**src/rtl/pixel_burst_writer.sv**
```systemverilog
// pixel_burst_writer
//
// Turns one pixel-write request from the render control FSM into a single
// AXI4 INCR write burst. Every beat of the burst carries the same color. The
// block pulses txn_done once the write response has returned.
//
// Optional feature: define WRITER_STATS_EN to add the burst_count and
// beat_count statistics outputs. The default build omits them.
//
// Ports:
//   clk100        system clock; all logic runs on the rising edge
//   reset         synchronous, active-high reset
//   txn_init      request strobe; only a rising edge starts a burst
//   offset_addr   byte offset of the first pixel, sampled on the accepted edge
//   color         12-bit pixel color, sampled on the accepted edge
//   pixel_count   beats requested; clamped to burst_len
//   txn_done      one-cycle pulse at the end of a request
//   txn_error     last burst returned a non-OKAY bresp; held until the next request
//   busy          high from the accepted edge through the txn_done pulse
//   m_aw*/m_w*/m_b*  AXI4 write address, data and response channels
//   burst_count   (WRITER_STATS_EN) completed bursts that carried at least one beat
//   beat_count    (WRITER_STATS_EN) W handshakes
module pixel_burst_writer #(
  parameter int unsigned burst_len = 16,
  parameter logic [31:0] base_addr = 32'h8000_0000
) (
  input  logic        clk100,
  input  logic        reset,
  input  logic        txn_init,
  input  logic [31:0] offset_addr,
  input  logic [11:0] color,
  input  logic [31:0] pixel_count,
  output logic        txn_done,
  output logic        txn_error,
  output logic        busy,
  output logic [31:0] m_awaddr,
  output logic [7:0]  m_awlen,
  output logic [2:0]  m_awsize,
  output logic [1:0]  m_awburst,
  output logic        m_awvalid,
  input  logic        m_awready,
  output logic [31:0] m_wdata,
  output logic [3:0]  m_wstrb,
  output logic        m_wlast,
  output logic        m_wvalid,
  input  logic        m_wready,
  input  logic [1:0]  m_bresp,
  input  logic        m_bvalid,
  output logic        m_bready
`ifdef WRITER_STATS_EN
  ,
  output logic [31:0] burst_count,
  output logic [31:0] beat_count
`endif
);

  localparam logic [2:0] ST_IDLE = 3'd0;
  localparam logic [2:0] ST_ADDR = 3'd1;
  localparam logic [2:0] ST_DATA = 3'd2;
  localparam logic [2:0] ST_RESP = 3'd3;
  localparam logic [2:0] ST_DONE = 3'd4;

  localparam logic [31:0] burst_len_c = 32'(burst_len);

  // Clamp the requested pixel count to the largest burst this block issues.
  function automatic logic [8:0] clamp_beats(input logic [31:0] cnt);
    if (cnt > burst_len_c) begin
      clamp_beats = 9'(burst_len);
    end else begin
      clamp_beats = cnt[8:0];
    end
  endfunction

  logic [2:0]  state_r;
  logic        ff1_r;
  logic        ff2_r;
  logic        pulse_s;
  logic [8:0]  beats_r;
  logic [8:0]  beat_cnt_r;
  logic [8:0]  req_beats_s;
  logic        txn_done_r;
  logic        txn_error_r;
  logic        busy_r;
  logic [31:0] awaddr_r;
  logic [7:0]  awlen_r;
  logic        awvalid_r;
  logic [31:0] wdata_r;
  logic        wlast_r;
  logic        wvalid_r;
  logic        bready_r;

  assign pulse_s     = ff1_r & ~ff2_r;
  assign req_beats_s = clamp_beats(pixel_count);

  assign txn_done  = txn_done_r;
  assign txn_error = txn_error_r;
  assign busy      = busy_r;
  assign m_awaddr  = awaddr_r;
  assign m_awlen   = awlen_r;
  assign m_awsize  = 3'b010;
  assign m_awburst = 2'b01;
  assign m_awvalid = awvalid_r;
  assign m_wdata   = wdata_r;
  assign m_wstrb   = 4'hF;
  assign m_wlast   = wlast_r;
  assign m_wvalid  = wvalid_r;
  assign m_bready  = bready_r;

  // Request edge detection, burst sequencing and all registered outputs.
  always_ff @(posedge clk100) begin
    if (reset) begin
      state_r     <= ST_IDLE;
      ff1_r       <= 1'b0;
      ff2_r       <= 1'b0;
      beats_r     <= 9'd0;
      beat_cnt_r  <= 9'd0;
      txn_done_r  <= 1'b0;
      txn_error_r <= 1'b0;
      busy_r      <= 1'b0;
      awaddr_r    <= 32'd0;
      awlen_r     <= 8'd0;
      awvalid_r   <= 1'b0;
      wdata_r     <= 32'd0;
      wlast_r     <= 1'b0;
      wvalid_r    <= 1'b0;
      bready_r    <= 1'b0;
    end else begin
      ff1_r      <= txn_init;
      ff2_r      <= ff1_r;
      txn_done_r <= 1'b0;
      case (state_r)
        ST_IDLE: begin
          // busy still set here means this is the txn_done cycle. Drop
          // any request edge that lands in it.
          if (busy_r) begin
            busy_r <= 1'b0;
          end else if (pulse_s) begin
            busy_r      <= 1'b1;
            txn_error_r <= 1'b0;
            awaddr_r    <= base_addr + offset_addr;
            wdata_r     <= {20'h00000, color};
            beats_r     <= req_beats_s;
            beat_cnt_r  <= 9'd0;
            if (pixel_count == 32'd0) begin
              awlen_r <= 8'd0;
              state_r <= ST_DONE;
            end else begin
              awlen_r   <= 8'(req_beats_s - 9'd1);
              awvalid_r <= 1'b1;
              state_r   <= ST_ADDR;
            end
          end
        end
        ST_ADDR: begin
          if (m_awready) begin
            awvalid_r <= 1'b0;
            wvalid_r  <= 1'b1;
            wlast_r   <= (beats_r == 9'd1);
            state_r   <= ST_DATA;
          end
        end
        ST_DATA: begin
          if (m_wready) begin
            if (wlast_r) begin
              wvalid_r <= 1'b0;
              wlast_r  <= 1'b0;
              bready_r <= 1'b1;
              state_r  <= ST_RESP;
            end else begin
              // wlast is registered, so look one beat ahead:
              // the next beat is the last one when beat_cnt+1 == beats-1.
              beat_cnt_r <= beat_cnt_r + 9'd1;
              wlast_r    <= ((beat_cnt_r + 9'd2) == beats_r);
            end
          end
        end
        ST_RESP: begin
          if (m_bvalid) begin
            bready_r    <= 1'b0;
            txn_error_r <= (m_bresp != 2'b00);
            state_r     <= ST_DONE;
          end
        end
        ST_DONE: begin
          txn_done_r <= 1'b1;
          state_r    <= ST_IDLE;
        end
        default: begin
          awvalid_r <= 1'b0;
          wvalid_r  <= 1'b0;
          wlast_r   <= 1'b0;
          bready_r  <= 1'b0;
          busy_r    <= 1'b0;
          state_r   <= ST_IDLE;
        end
      endcase
    end
  end

`ifdef WRITER_STATS_EN
  logic [31:0] burst_count_r;
  logic [31:0] beat_count_r;

  assign burst_count = burst_count_r;
  assign beat_count  = beat_count_r;

  // Statistics: count completed non-empty bursts and W handshakes. Both wrap.
  always_ff @(posedge clk100) begin
    if (reset) begin
      burst_count_r <= 32'd0;
      beat_count_r  <= 32'd0;
    end else begin
      if ((state_r == ST_DONE) && (beats_r != 9'd0)) begin
        burst_count_r <= burst_count_r + 32'd1;
      end
      if (wvalid_r && m_wready) begin
        beat_count_r <= beat_count_r + 32'd1;
      end
    end
  end
`endif

endmodule

```
**config.mk**
```make
export PLATFORM = sky130hd
export DESIGN_NAME = pixel_burst_writer
export DESIGN_NICKNAME = d
export VERILOG_FILES = /design/src/rtl/pixel_burst_writer.sv
export SDC_FILE = /design/constraint.sdc
export NUM_CORES = 1
export LEC_CHECK = 0
export CAP_MARGIN = 10
export CORE_MARGIN = 2
export CORE_UTILIZATION = 42
export DETAILED_ROUTE_END_ITERATION = 12
export HOLD_SLACK_MARGIN = 0.05
export PLACE_DENSITY_LB_ADDON = 0.12
export SYNTH_ARGS = -nofsm -noshare
export SYNTH_HDL_FRONTEND = slang
export SYNTH_SLANG_ARGS = --single-unit
```
**constraint.sdc**
```tcl
create_clock -name clk100 -period 2.4 [get_ports clk100]
set_input_delay 0.24 -clock clk100 [delete_from_list [all_inputs] [get_ports clk100]]
set_output_delay 0.24 -clock clk100 [all_outputs]
set_load 0.01 [all_outputs]
```
==> results.cfg <==
[grt]
grt_pass1_wl_um = 15900
grtUsageTotal = 0.199
first_global_vias = 3316
gr-total-overflow = 0
antenna_found_initial = 0
largest_net_degree_at_the_start_of_global_routing = 61

[final_layout]
most-common-layout-cells = 141 x sky130_fd_sc_hd__clkdlybuf4s50_1, 99 x sky130_fd_sc_hd__nand2_1, 82 x sky130_fd_sc_hd__dfxtp_1, 56 x sky130_fd_sc_hd__a21oi_1, 32 x sky130_fd_sc_hd__nor2_1
layout_commonest_cell = sky130_fd_sc_hd__clkdlybuf4s50_1
syn2layout_area_growth_pct = 44.6
nets = 689
final_area_um2 = 5390
final_layout_size_suffix_gt1_frac = 0.0577
insertedDiodeCount = 0

[placed_design]
gpl.final_weighted_congestion = 0.842
portBuffers = 142
placedInstanceArea_um2 = 5150
dp.final_hpwl_um = 6960

[route]
finalWirelength_um = 9690
detail_route.drc_violations = 0
via_per_inst = 4.92
drt.antenna.violating_nets = 0
number_of_design_rule_violations_left_by_the_first_detailed_router_iteration = 112
drtPass1Iterations = 4
detail_route.wl_per_cell_um = 13.6
vias = 3518

[logic_synthesis]
post_synth_inst_count = 467
ys.flop_type = sky130_fd_sc_hd__dfxtp_1
netlist.area_leader.share = 0.441
ys_seq_area_frac = 0.441
post_synth_num_cell_types = 53
synth.top_cells.by_area = sky130_fd_sc_hd__dfxtp_1 44%, sky130_fd_sc_hd__nand2_1 10%, sky130_fd_sc_hd__a21oi_1 7.5%, sky130_fd_sc_hd__buf_4 5.8%, sky130_fd_sc_hd__nor2_1 3.2%
syn-cell-area_um2 = 3730
ys_ff_latch = 82
async_reset_ff_frac = 0
synth_area_per_cell_um2 = 7.98
synth_enable_flop_cells = 0
synth.yosys.warnings = 0
synth_top_cell_by_area = sky130_fd_sc_hd__dfxtp_1

[sta]
timing.final.max_slew_violations = 0
finalCritPeriodShare = 0.863
finClkSkew_ps = 8.74
grt_setup_unrepaired = false
tns_ps = 0
post_layout_min_period_ps = 2070
hold_violations = 0
final-setup-viol-count = 0
relSlewSlack = 0.437
maxClockFrequency_ghz = 0.483
worst_slew_pin_slew_ps = 845

[min_path]
class_of_the_most_critical_hold_timing_path = primary input to register
worst_hold_path.num_cells = 3

[floorplanning]
core.rowCount = 34
core_region_area_um2 = 8680
die-area_um2 = 9640
die_w_um = 98.2
initial_utilization = 0.429
die_height_um = 98.2
io_pins = 172

[clock_tree]
postCtsSetupRepairBufs = 0
ctsHtreeMaxLevel = 3
root_buffer = sky130_fd_sc_hd__clkbuf_8
cts.reportedPaths.clkPinSlew_ps = 90
cts_buffers = 9
tritoncts = yes
postCtsHoldBufs = 0
clock-sinks = 82
maximum_root_to_sink_buffer_count = 2
clock_insertion_delay_worst_skew_ps = 350
cts_resized = 0

[power]
vdd_drop_max_mv = 0.353
cellPowerDensity_nw_per_um2 = 584
total_leakage_power_nw = 1.99

[critical_path]
worstSetupPathType = primary input to register
setup.worst_path.end_class = register
worst-path-max-fanout = 5
critical_path_arrival_ps = 2340
rr_worst_depth = 5
worst_setup_path_start_kind = primary input
cp_data_required_time_ps = 2670

[job]
maxCapViolations = 0

[run_status]
outcome = completed
## registers in the layout, summed over array words and instances, names as in the netlist
name / cells
beat_cnt_r: 9
m_wlast: 1
txn_error: 1
m_awlen: 8
m_awaddr: 32
busy: 1
ff1_r: 1
m_wvalid: 1
m_awvalid: 1
m_bready: 1
ff2_r: 1
m_wdata: 12
beats_r: 9
txn_done: 1
state_r: 3
## cells by family (layout without fill, tap and decap cells)
kind of cell    count (synthesis)  after routing  share of synthesized area
compound gates                 92             92                      0.144
other cells                     2             29                    0.00202
flops                          82             82                      0.441
xor+xnor                       17             17                     0.0400
buf+inv                        64            177                     0.0960
mux                             3              3                    0.00839
simple gates                  204            204                      0.259
fa+ha+maj                       3              3                     0.0101
## cells in the mapped netlist, drive strengths merged (2+ instances only)
cell / n
nand2: 99
or3: 4
dfxtp: 82
a21oi: 56
nor2: 34
nand4: 4
nand2b: 4
and3: 5
nor4: 11
xnor2: 6
conb: 2
nor3: 5
a31oi: 4
nor2b: 4
xor2: 11
nor4b: 2
nand3: 15
and2: 7
a211oi: 4
buf: 31
o21ai: 11
nor4bb: 2
o31ai: 2
ha: 3
mux2i: 2
a311oi: 2
inv: 8
o22ai: 4
a2111oi: 2
clkbuf: 25
## layer usage
layer  vias up  share of wire  track usage
li1       1794              -            -
met1      1624           0.44        0.251
met2        91           0.49        0.322
met3         9          0.065       0.0630
met4         0          0.012       0.0706
met5         -              0            0
## critical path, cell delays in order
cell                              delay (ps)
sky130_fd_sc_hd__clkdlybuf4s50_1         430
sky130_fd_sc_hd__nor4_2                  290
sky130_fd_sc_hd__nand4_1                 200
sky130_fd_sc_hd__nor2_2                  220
sky130_fd_sc_hd__nand2_1                  80
sky130_fd_sc_hd__ha_1                    250
sky130_fd_sc_hd__or3_1                   370
sky130_fd_sc_hd__a311oi_2                250
## final cells by class
class,count,area [µm²]
clock inverters,6,97.6
inverters,8,30.0
fillers,796,3290
well taps,108,135
clock buffers,10,138
repair buffers,153,1510
multi-input cells,348,1840
flip-flops and latches,82,1640
## per-stage QoR
stage	utilization	hold WS [ps]	power [W]	cells	setup slack, ps
detailed placement	0.594	446	0.00201	699	-42.5
finish	0.621	426	0.00315	715	328
global placement	0.594	439	0.00200	699	40.3
global route	0.621	420	0.00327	715	156
CTS	0.621	410	0.00317	715	329
floorplan	-	336	0.00174	494	442
## report_power, final
group | leakage, nW | switching (W) | total, W | internal (W)
Clock | 0.119 | 0.000538 | 0.00117 | 0.000630
Combinational | 1.20 | 0.000244 | 0.000525 | 0.000282
Sequential | 0.667 | 0.0000357 | 0.00145 | 0.00142
Total | 1.99 | 0.000817 | 0.00315 | 0.00233
## path summary, 6_finish.rpt
check / endpoint / start / slack, ps
max: m_awlen[2] / pixel_count[28] / 330
min: m_awaddr[16] / offset_addr[16] / 430
max reg2reg: beat_cnt_r[8] / state_r[1] / 440
min reg2reg: m_awaddr[25] / m_awaddr[25] / 460
Note: power is estimated with default switching activity, not from simulation.
